## config.mk

```make
export PLATFORM = sky130hd
export DESIGN_NAME = pic_ctrl_gen
export DESIGN_NICKNAME = d
export VERILOG_FILES = /design/src/rtl/pic_ctrl_gen.sv
export SDC_FILE = /design/constraint.sdc
export NUM_CORES = 1
export LEC_CHECK = 0
export ABC_AREA = 1
export BUFFER_PORTS_ARGS = -buffer_cell sky130_fd_sc_hd__buf_2
export CAP_MARGIN = 20
export CORE_ASPECT_RATIO = 1.4
export CORE_MARGIN = 10
export CORE_UTILIZATION = 48
export DETAILED_ROUTE_END_ITERATION = 10
export PLACE_DENSITY_LB_ADDON = 0.2
export SETUP_SLACK_MARGIN = 0.3
export SYNTH_ARGS = -nofsm -noshare
export SYNTH_HDL_FRONTEND = slang
export SYNTH_SLANG_ARGS = --single-unit
```

## constraint.sdc

```tcl
create_clock -name clk -period 4.14 [get_ports clk]
set_input_delay 0.414 -clock clk [delete_from_list [all_inputs] [get_ports clk]]
set_output_delay 0.414 -clock clk [all_outputs]
set_load 0.05 [all_outputs]
```

## src/rtl/pic_ctrl_gen.sv

```systemverilog
// Programmable interrupt controller: masked edge/level requests, fully nested priority, IDLE/REQ/ACK handshake.
// Optional rotating priority is compiled in with `define PIC_ROTATE_EN.
module pic_ctrl_gen #(
    parameter int NUM_IRQ = 8,
    parameter int IDW     = $clog2(NUM_IRQ)
) (
    input  logic               clk,
    input  logic               reset,
    input  logic [NUM_IRQ-1:0] irq,
    input  logic               wr_en,
    input  logic [1:0]         wr_addr,
    input  logic [31:0]        wr_data,
    input  logic [1:0]         rd_addr,
    output logic [31:0]        rd_data,
    output logic               int_o,
    input  logic               inta,
    output logic               vec_valid,
    output logic [7:0]         vec
);
    localparam logic [1:0]         ST_IDLE = 2'd0;
    localparam logic [1:0]         ST_REQ  = 2'd1;
    localparam logic [1:0]         ST_ACK  = 2'd2;
    localparam logic [IDW-1:0]     PTR_RST = IDW'(NUM_IRQ - 1);
    localparam logic [NUM_IRQ-1:0] ONE     = NUM_IRQ'(1);

    // Rank 0 is the highest priority; channel prio_ptr+1 holds rank 0.
    function automatic logic [IDW-1:0] rank(input logic [IDW-1:0] ch, input logic [IDW-1:0] ptr);
        int r;
        r = int'(ch) + NUM_IRQ - 1 - int'(ptr);
        if (r >= NUM_IRQ) r = r - NUM_IRQ;
        return IDW'(r);
    endfunction

    function automatic logic [IDW:0] pick(input logic [NUM_IRQ-1:0] v, input logic [IDW-1:0] ptr);
        logic           found;
        logic [IDW-1:0] id;
        logic [IDW-1:0] best;
        found = 1'b0;
        id    = '0;
        best  = '1;
        for (int i = 0; i < NUM_IRQ; i++) begin
            if (v[i] && (!found || rank(IDW'(i), ptr) < best)) begin
                found = 1'b1;
                id    = IDW'(i);
                best  = rank(IDW'(i), ptr);
            end
        end
        return {found, id};
    endfunction

    logic [1:0]         state, state_n;
    logic [NUM_IRQ-1:0] imr, irr, isr, irq_q;
    logic [7:0]         vbase;
    logic               ltim, aeoi;
    logic [IDW-1:0]     prio_ptr;

    logic [NUM_IRQ-1:0] edge_v, cand, eoi_sel, isr_eoi, ack_sel;
    logic               cand_f, isr_f, isre_f, int_cond, eoi_hit, ack, ack_ok;
    logic [IDW-1:0]     cand_id, isr_id, isre_id, eoi_ch;
    logic               unused_sink;

    always_comb begin
        edge_v            = irq & ~irq_q;
        cand              = irr & ~imr;
        {cand_f, cand_id} = pick(cand, prio_ptr);
        {isr_f, isr_id}   = pick(isr, prio_ptr);
        int_cond = cand_f && (!isr_f || rank(cand_id, prio_ptr) < rank(isr_id, prio_ptr));

        // EOI is folded into ISR before the acknowledge winner is judged.
        eoi_sel = '0;
        eoi_ch  = '0;
        if (wr_en && wr_addr == 2'd3) begin
            if (wr_data[7]) begin
                eoi_sel = ONE << wr_data[IDW-1:0];
                eoi_ch  = wr_data[IDW-1:0];
            end else if (isr_f) begin
                eoi_sel = ONE << isr_id;
                eoi_ch  = isr_id;
            end
        end
        eoi_sel           = eoi_sel & isr;
        eoi_hit           = |eoi_sel;
        isr_eoi           = isr & ~eoi_sel;
        {isre_f, isre_id} = pick(isr_eoi, prio_ptr);

        ack     = (state == ST_REQ) && inta;
        ack_ok  = ack && cand_f && (!isre_f || rank(cand_id, prio_ptr) < rank(isre_id, prio_ptr));
        ack_sel = ack_ok ? (ONE << cand_id) : '0;

        case (state)
            ST_IDLE: state_n = int_cond ? ST_REQ : ST_IDLE;
            ST_REQ:  state_n = ack ? ST_ACK : (int_cond ? ST_REQ : ST_IDLE);
            default: state_n = ST_IDLE;
        endcase
    end

    always_comb begin
        rd_data = '0;
        case (rd_addr)
            2'd0:    rd_data[NUM_IRQ-1:0] = imr;
            2'd1:    rd_data[NUM_IRQ-1:0] = irr;
            2'd2:    rd_data[NUM_IRQ-1:0] = isr;
            default: begin
                rd_data[9:8]     = state;
                rd_data[IDW-1:0] = prio_ptr;
            end
        endcase
    end

    always_ff @(posedge clk) begin
        if (reset) begin
            imr       <= '1;
            vbase     <= 8'h08;
            ltim      <= 1'b0;
            aeoi      <= 1'b0;
            irr       <= '0;
            isr       <= '0;
            irq_q     <= '0;
            state     <= ST_IDLE;
            int_o     <= 1'b0;
            vec_valid <= 1'b0;
            vec       <= 8'h00;
        end else begin
            irq_q <= irq;
            if (wr_en) begin
                case (wr_addr)
                    2'd0: imr   <= wr_data[NUM_IRQ-1:0];
                    2'd1: vbase <= wr_data[7:0];
                    2'd2: begin
                        ltim <= wr_data[0];
                        aeoi <= wr_data[1];
                    end
                    default: ;
                endcase
            end
            // A fresh edge outranks the acknowledge clear of the same channel.
            irr       <= ltim ? irq : ((irr & ~ack_sel) | edge_v);
            isr       <= isr_eoi | (aeoi ? '0 : ack_sel);
            state     <= state_n;
            int_o     <= (state_n == ST_REQ);
            vec_valid <= (state_n == ST_ACK);
            if (ack) vec <= vbase + (ack_ok ? 8'(cand_id) : 8'(NUM_IRQ - 1));
        end
    end

`ifdef PIC_ROTATE_EN
    logic rot;

    always_ff @(posedge clk) begin
        if (reset) begin
            rot      <= 1'b0;
            prio_ptr <= PTR_RST;
        end else begin
            if (wr_en && wr_addr == 2'd2) rot <= wr_data[2];
            if (rot) begin
                if (ack_ok && aeoi) prio_ptr <= cand_id;
                else if (eoi_hit)   prio_ptr <= eoi_ch;
            end
        end
    end
`else
    assign prio_ptr = PTR_RST;
`endif

    assign unused_sink = ^{wr_data, eoi_ch, eoi_hit};

endmodule
```

# --- After elaboration in Yosys (flattened, before gate mapping) ---
# Index checks and enable logic that the tools add are counted.
totals:
  input_bits: 48
  elab_cells: 233
  mem_bits_rw: 0
  out_inout_bits: 42
  latchBits: 0
  memories: 0
  mem_bits_ro: 0
  regBits: 54
op_classes:
  muxes: 82
  n_bitwise: 11
  div: 0
  multipliers: 0
  shifts: 3
  addsub: 13
  magnitude_cmp: 26
  n_eq_ne: 8
  reduce_logical: 79
op_table:
  columns: ["op", "n"]
  rows:
  - ["$mux W3", 37]
  - ["$mux W8", 6]
  - ["$and A8 B8 Y8", 5]
  - ["$lt A3 B3 Y1 const A", 12]
  - ["$not A8 Y8", 4]
  - ["$mux W1", 28]
  - ["$logic_and A1 B1 Y1", 26]
  - ["$shl A1 B3 Y8 const A", 3]
  - ["$logic_not A1 Y1", 23]
  - ["$logic_or A1 B1 Y1", 23]
  - ["$ge A7 B5 Y1 const B", 3]
  - ["$sub A6 B4 Y7 const B", 3]
  - ["$lt A2 B3 Y1 const A", 6]
  - ["$sub A5 B1 Y6 const B", 3]
  - ["$mux W2", 8]
  - ["$or A8 B8 Y8", 2]
  - ["$add A3 B4 Y5 const B", 3]
  - ["$pmux W5 S3", 1]
  - ["$lt A1 B3 Y1 const A", 3]
  - ["$pmux W3 S3", 1]
  - ["$sub A3 B1 Y3 const B", 3]
  - ["$add A8 B3 Y8", 1]
  - ["$eq A2 B1 Y1 const B", 4]
  - ["$eq A2 B2 Y1 const B", 4]
  - ["5 further kinds", 10]

# --- Depth between registers and ports, before layout ---
depth:
  ltp_word: 78
  depth_mapped: 41
  depth_no_buf: 41

# --- Worst setup path after synthesis ---
# No wires, ideal clock.
synth_timing:
  kind: "reg2reg"
  from: "register isr[2]"
  to: "register vec[6]"
  path_stages_with_launch: 41
  setup_time_ps: 117
  synth_period_minus_slack_ps: 4091
  n_path_buf: 0
  t_arrival_ps: 3974
  required_ps: 4023
  path_slack_ps: 49
  path_cell_list: "dfxtp_1 nor2_2 nand2_2 nor2_2 nand2_1 inv_1 o21ai_0 inv_1 nor2_1 inv_1 ha_1 nand2_1 o21ai_1 nand3_1 nand2_1 nand2_1 nor2_2 nand3_1 [... 5 more ...] inv_1 nand2_1 nand2_1 nand2_2 nand2_2 inv_2 nand2_1 ha_1 inv_1 fa_1 nor2_1 inv_1 a21oi_1 nand3_1 nand2_1 nand2_1 o221ai_1 inv_1"
synth_between:
  elab_chain_len: 68
  elab_cells_between_ends: 107
  classes_between: "add/sub (5); order compare (14); shift (1); mux (44); bitwise (3); reduce/logical (40)"
synth_lines:
  columns: ["item", "line_no", "rtl"]
  rows:
  - ["from (decl)", "52", "logic [NUM_IRQ-1:0] imr, irr, isr, irq_q;"]
  - ["from (signal assigned)", "138", "isr <= isr_eoi | (aeoi ? '0 : ack_sel);"]
  - ["$logic_and A1 B1 Y1", "42", "if (v[i] && (!found || rank(IDW'(i), ptr) < best)) begin"]
  - ["$mux W3 / $mux W1 (equally long branches)", "42", null]
  - ["$lt A2 B3 Y1 / $logic_not A1 Y1 (equally long branches)", "42", null]
  - ["$logic_or A1 B1 Y1", "42", null]
  - ["$logic_and A1 B1 Y1", "42", null]
  - ["$mux W3 / $mux W1 (equally long branches)", "42", null]
  - ["$lt A3 B3 Y1 / $logic_not A1 Y1 (equally long branches)", "42", null]
  - ["$logic_or A1 B1 Y1", "42", null]
  - ["[... 52 more ...]", null, null]
  - ["$sub A6 B4 Y7", "29", "r = int'(ch) + NUM_IRQ - 1 - int'(ptr);"]
  - ["$ge A7 B5 Y1 / $sub A3 B1 Y3 (equally long branches)", "30", "if (r >= NUM_IRQ) r = r - NUM_IRQ;"]
  - ["$mux W3", "30", null]
  - ["$lt A3 B3 Y1", "87", "ack_ok = ack && cand_f && (!isre_f || rank(cand_id, prio_ptr) < rank(isre_id, prio_ptr));"]
  - ["$logic_or A1 B1 Y1 *", "87", null]
  - ["$logic_and A1 B1 Y1 *", "87", null]
  - ["$mux W3 *", "142", "if (ack) vec <= vbase + (ack_ok ? 8'(cand_id) : 8'(NUM_IRQ - 1));"]
  - ["$add A8 B3 Y8 *", "142", null]
  - ["to (signal assigned)", "142", null]
  - ["to (decl)", "18", "output logic [7:0] vec"]
# Mark *: on every way between the ends. The rest lies on a longest branch, timed or not.
# A chain may end at the register's enable or synchronous reset.

# --- Worst setup path after layout ---
# Ends and elaborated chain as after synthesis.

==> impl_metrics.tcl <==
set metrics [dict create \
    ant_nets 0 \
    cts_sinks 54 \
    cp_num_buf_inv 8 \
    globalRouteOverflowTotal 0 \
    sw_frac_of_total_pct 35.7 \
    cp.required_ns 4.35 \
    diodes 0 \
    comb_power_share_pct 29.4 \
    slowest_stage "dfxtp_2" \
    final_util_pct 70.2 \
    cts_made_buffers 5 \
    hp-start "wr_data[6]" \
    critPathMaxStageDelay_ns 0.36 \
    cts_max_path_buffers 2 \
    power_frac_clock_pct 25.6 \
    report.final.slew_viol_count 0 \
    io_buffers 43 \
    pin_count 90 \
    routed_via_density 4.98 \
    fmax_mhz 227 \
    worst_slack_ns -0.273 \
    cpLargestDelayFamily "simple AND/OR/NAND/NOR gates" \
    cp-start-kind "flip-flop" \
    crit_start "isr[2]$_SDFF_PP0_" \
    ys_warn_count 0 \
    ys_top_cells_by_area "dfxtp_1, nand2_1, inv_1" \
    synth_top_area_share_pct 32.6 \
    violations "setup timing" \
    period_needed_ns 4.41 \
    drtIter0Drc 185 \
    place_ws_ns -0.285 \
    ir_worst_vdd_uv 235 \
    dpl.hpwl_mm 8.11 \
    setup_violations 6 \
    cap_violations 0 \
    synth_cells 496 \
    synth_seq_cells 54 \
    fin_area_sq_um 4670 \
    grt_max_degree 26 \
    clk_latency_ns 0.32 \
    routed_wirelength_mm 11.2 \
    cts_tree "yes" \
    critPathCaptureType "flip-flop" \
    grt_pass1_vias 3729 \
    htree_levels 2 \
    layout_common_cells "nand2_1, inv_1, buf_4, nor2_1, dfxtp_1" \
    cp.arrival_ns 4.62 \
    ys_seq_area_share_pct 32.6 \
    hold_viol_final 0 \
    skew_ns 0.0178 \
    avgSynthCellArea_sq_um 6.68 \
    drt_pass1_iterations 4 \
    p_seq_share_pct 45.0 \
    dpl_cell_area_sq_um 3940 \
    nets 694 \
    place.gp.congestion 0.963 \
    rsz0062_at_grt "true" \
    min_period_over_period_pct 107 \
    synth_area_sq_um 3310 \
    hold_class "in -> reg" \
    synth_cell_types 38 \
    drive_above_1_share_pct 34.0 \
    syn_to_final_growth_pct 41.0 \
    clockRootBuffer "clkbuf_8" \
    holdBufCountCts 0 \
    maxSlewHeadroom_pct 50.7 \
    worst_r2r_startpoint "isr[2]$_SDFF_PP0_" \
    die_w_um 90.2 \
    crit_top_cell "nand2_2" \
    drc 0 \
    switching_power_uw 445 \
    core_sq_um 6660 \
    synth_top_cell_by_area "dfxtp_1" \
    vias 3603 \
    start_util_pct 49.8 \
    hold_ws_ns 0.318 \
    grt_pass1_wl_mm 17.5 \
    p_int_uw 803 \
    fp.dieArea_sq_um 10700 \
    die_h_um 118 \
    final_common_cell "nand2_1" \
    avgRoutedWirePerCell_um 15.5 \
    crit_fanout 3 \
    status "complete, but fails checks" \
    clk_pin_slew_ns 0.11 \
    antenna_found_initial 0 \
    rows 35 \
    tightest_slew_ns 0.738 \
    power_density_nw_per_um2 267 \
    leakage_nw 2.36 \
    worstSetupPathType "reg -> reg" \
    track_usage_pct 19.7 \
]
[what timing repair did]
| action | CTS | global route |
|---|---|---|
| pin swaps | 23 | 43 |
| setup endpoints to repair | 7 | 12 |
| setup buffers | 35 | 5 |
| gates resized for setup | 25 | 63 |
[worst register-to-register path: cells and delay by family (launching register included)]
kind,cells,cell delay [ns]
AOI/OAI and AO/OA,4,0.78
adders and majority gates,4,0.88
DFF,1,0.36
buffers and inverters,8,0.59
and+or+nand+nor,20,1.71
[sequential cells by signal, indices dropped and copies added, names as in the netlist]
signal and flops:
imr 8, irq_q 8, irr 8, isr 8, vbase 8, vec 8, state 2, aeoi 1
int_o 1, ltim 1, vec_valid 1
[power by group through the flow]
stage | clock [mW] | sequential, mW | combinational (mW)
after floorplan | 0 | 0.591 | 0.228
after detailed placement | 0 | 0.574 | 0.337
after global placement | 0 | 0.573 | 0.333
final | 0.320 | 0.562 | 0.367
after global routing | 0.348 | 0.565 | 0.400
after CTS | 0.326 | 0.562 | 0.350
[metrics by stage]
step	total power, mW	instances	TNS [ns]
2_1_floorplan	0.819	517	0
3_3_place_gp	0.906	674	-0.400
3_5_place_dp	0.911	674	-0.871
4_1_cts	1.24	717	-1.00
5_1_grt	1.31	724	-2.81
6_report	1.25	724	-1.02
[worst paths after layout]
check | endpoint | slack, ns | depth (start not counted)
max | vec[6]$_SDFFE_PP0P_ | -0.27 | 36
min | imr[6]$_SDFFE_PP1P_ | 0.32 | 3
max reg2reg | vec[6]$_SDFFE_PP0P_ | -0.27 | 36
min reg2reg | irr[7]$_SDFF_PP0_ | 0.48 | 3
[per-layer routing]
metal	routed length [um]	vias to the layer above	track usage, %
met4	533	0	9.98
met2	5930	118	37.6
li1	-	1800	-
met5	0	-	0
met1	4040	1648	19.5
met3	707	37	4.05
[cells in the mapped netlist (all sizes together)]
master and number:
o21ai 35, conb 1, a31oi 1, o311a 1, nor3 7, ha 14, o2111a 2, fa 1
nor4 1, o31ai 3, o221ai 1, dfxtp 54, xnor2 2, clkinv 2, a21o 1, or2 2
nor2 71, inv 79, a21oi 29, buf 27, nand3 15, xor2 4, nand4 12, a41oi 1
clkbuf 6, o211ai 13, nand2 111
[cells by family after synthesis]
| group | share of synthesized area [%] |
|---|---|
| buffers and inverters | 15.8 |
| AO/OA/AOI/OAI | 15.9 |
| flip-flops | 32.6 |
| XOR/XNOR | 1.59 |
| AND/OR/NAND/NOR | 28.1 |
| adder cells (fa/ha/maj) | 5.89 |
| other | 0.113 |
[cell type report]
type / count / area (sq um)
multi-input cells: 349 / 2020
fillers: 589 / 1990
flip-flops and latches: 54 / 1090
repair buffers: 140 / 1050
inverters: 81 / 304
well taps: 92 / 115
clock buffers: 7 / 86.3
clock inverters: 1 / 8.76
No activity file was read; power rests on OpenSTA's default activity.
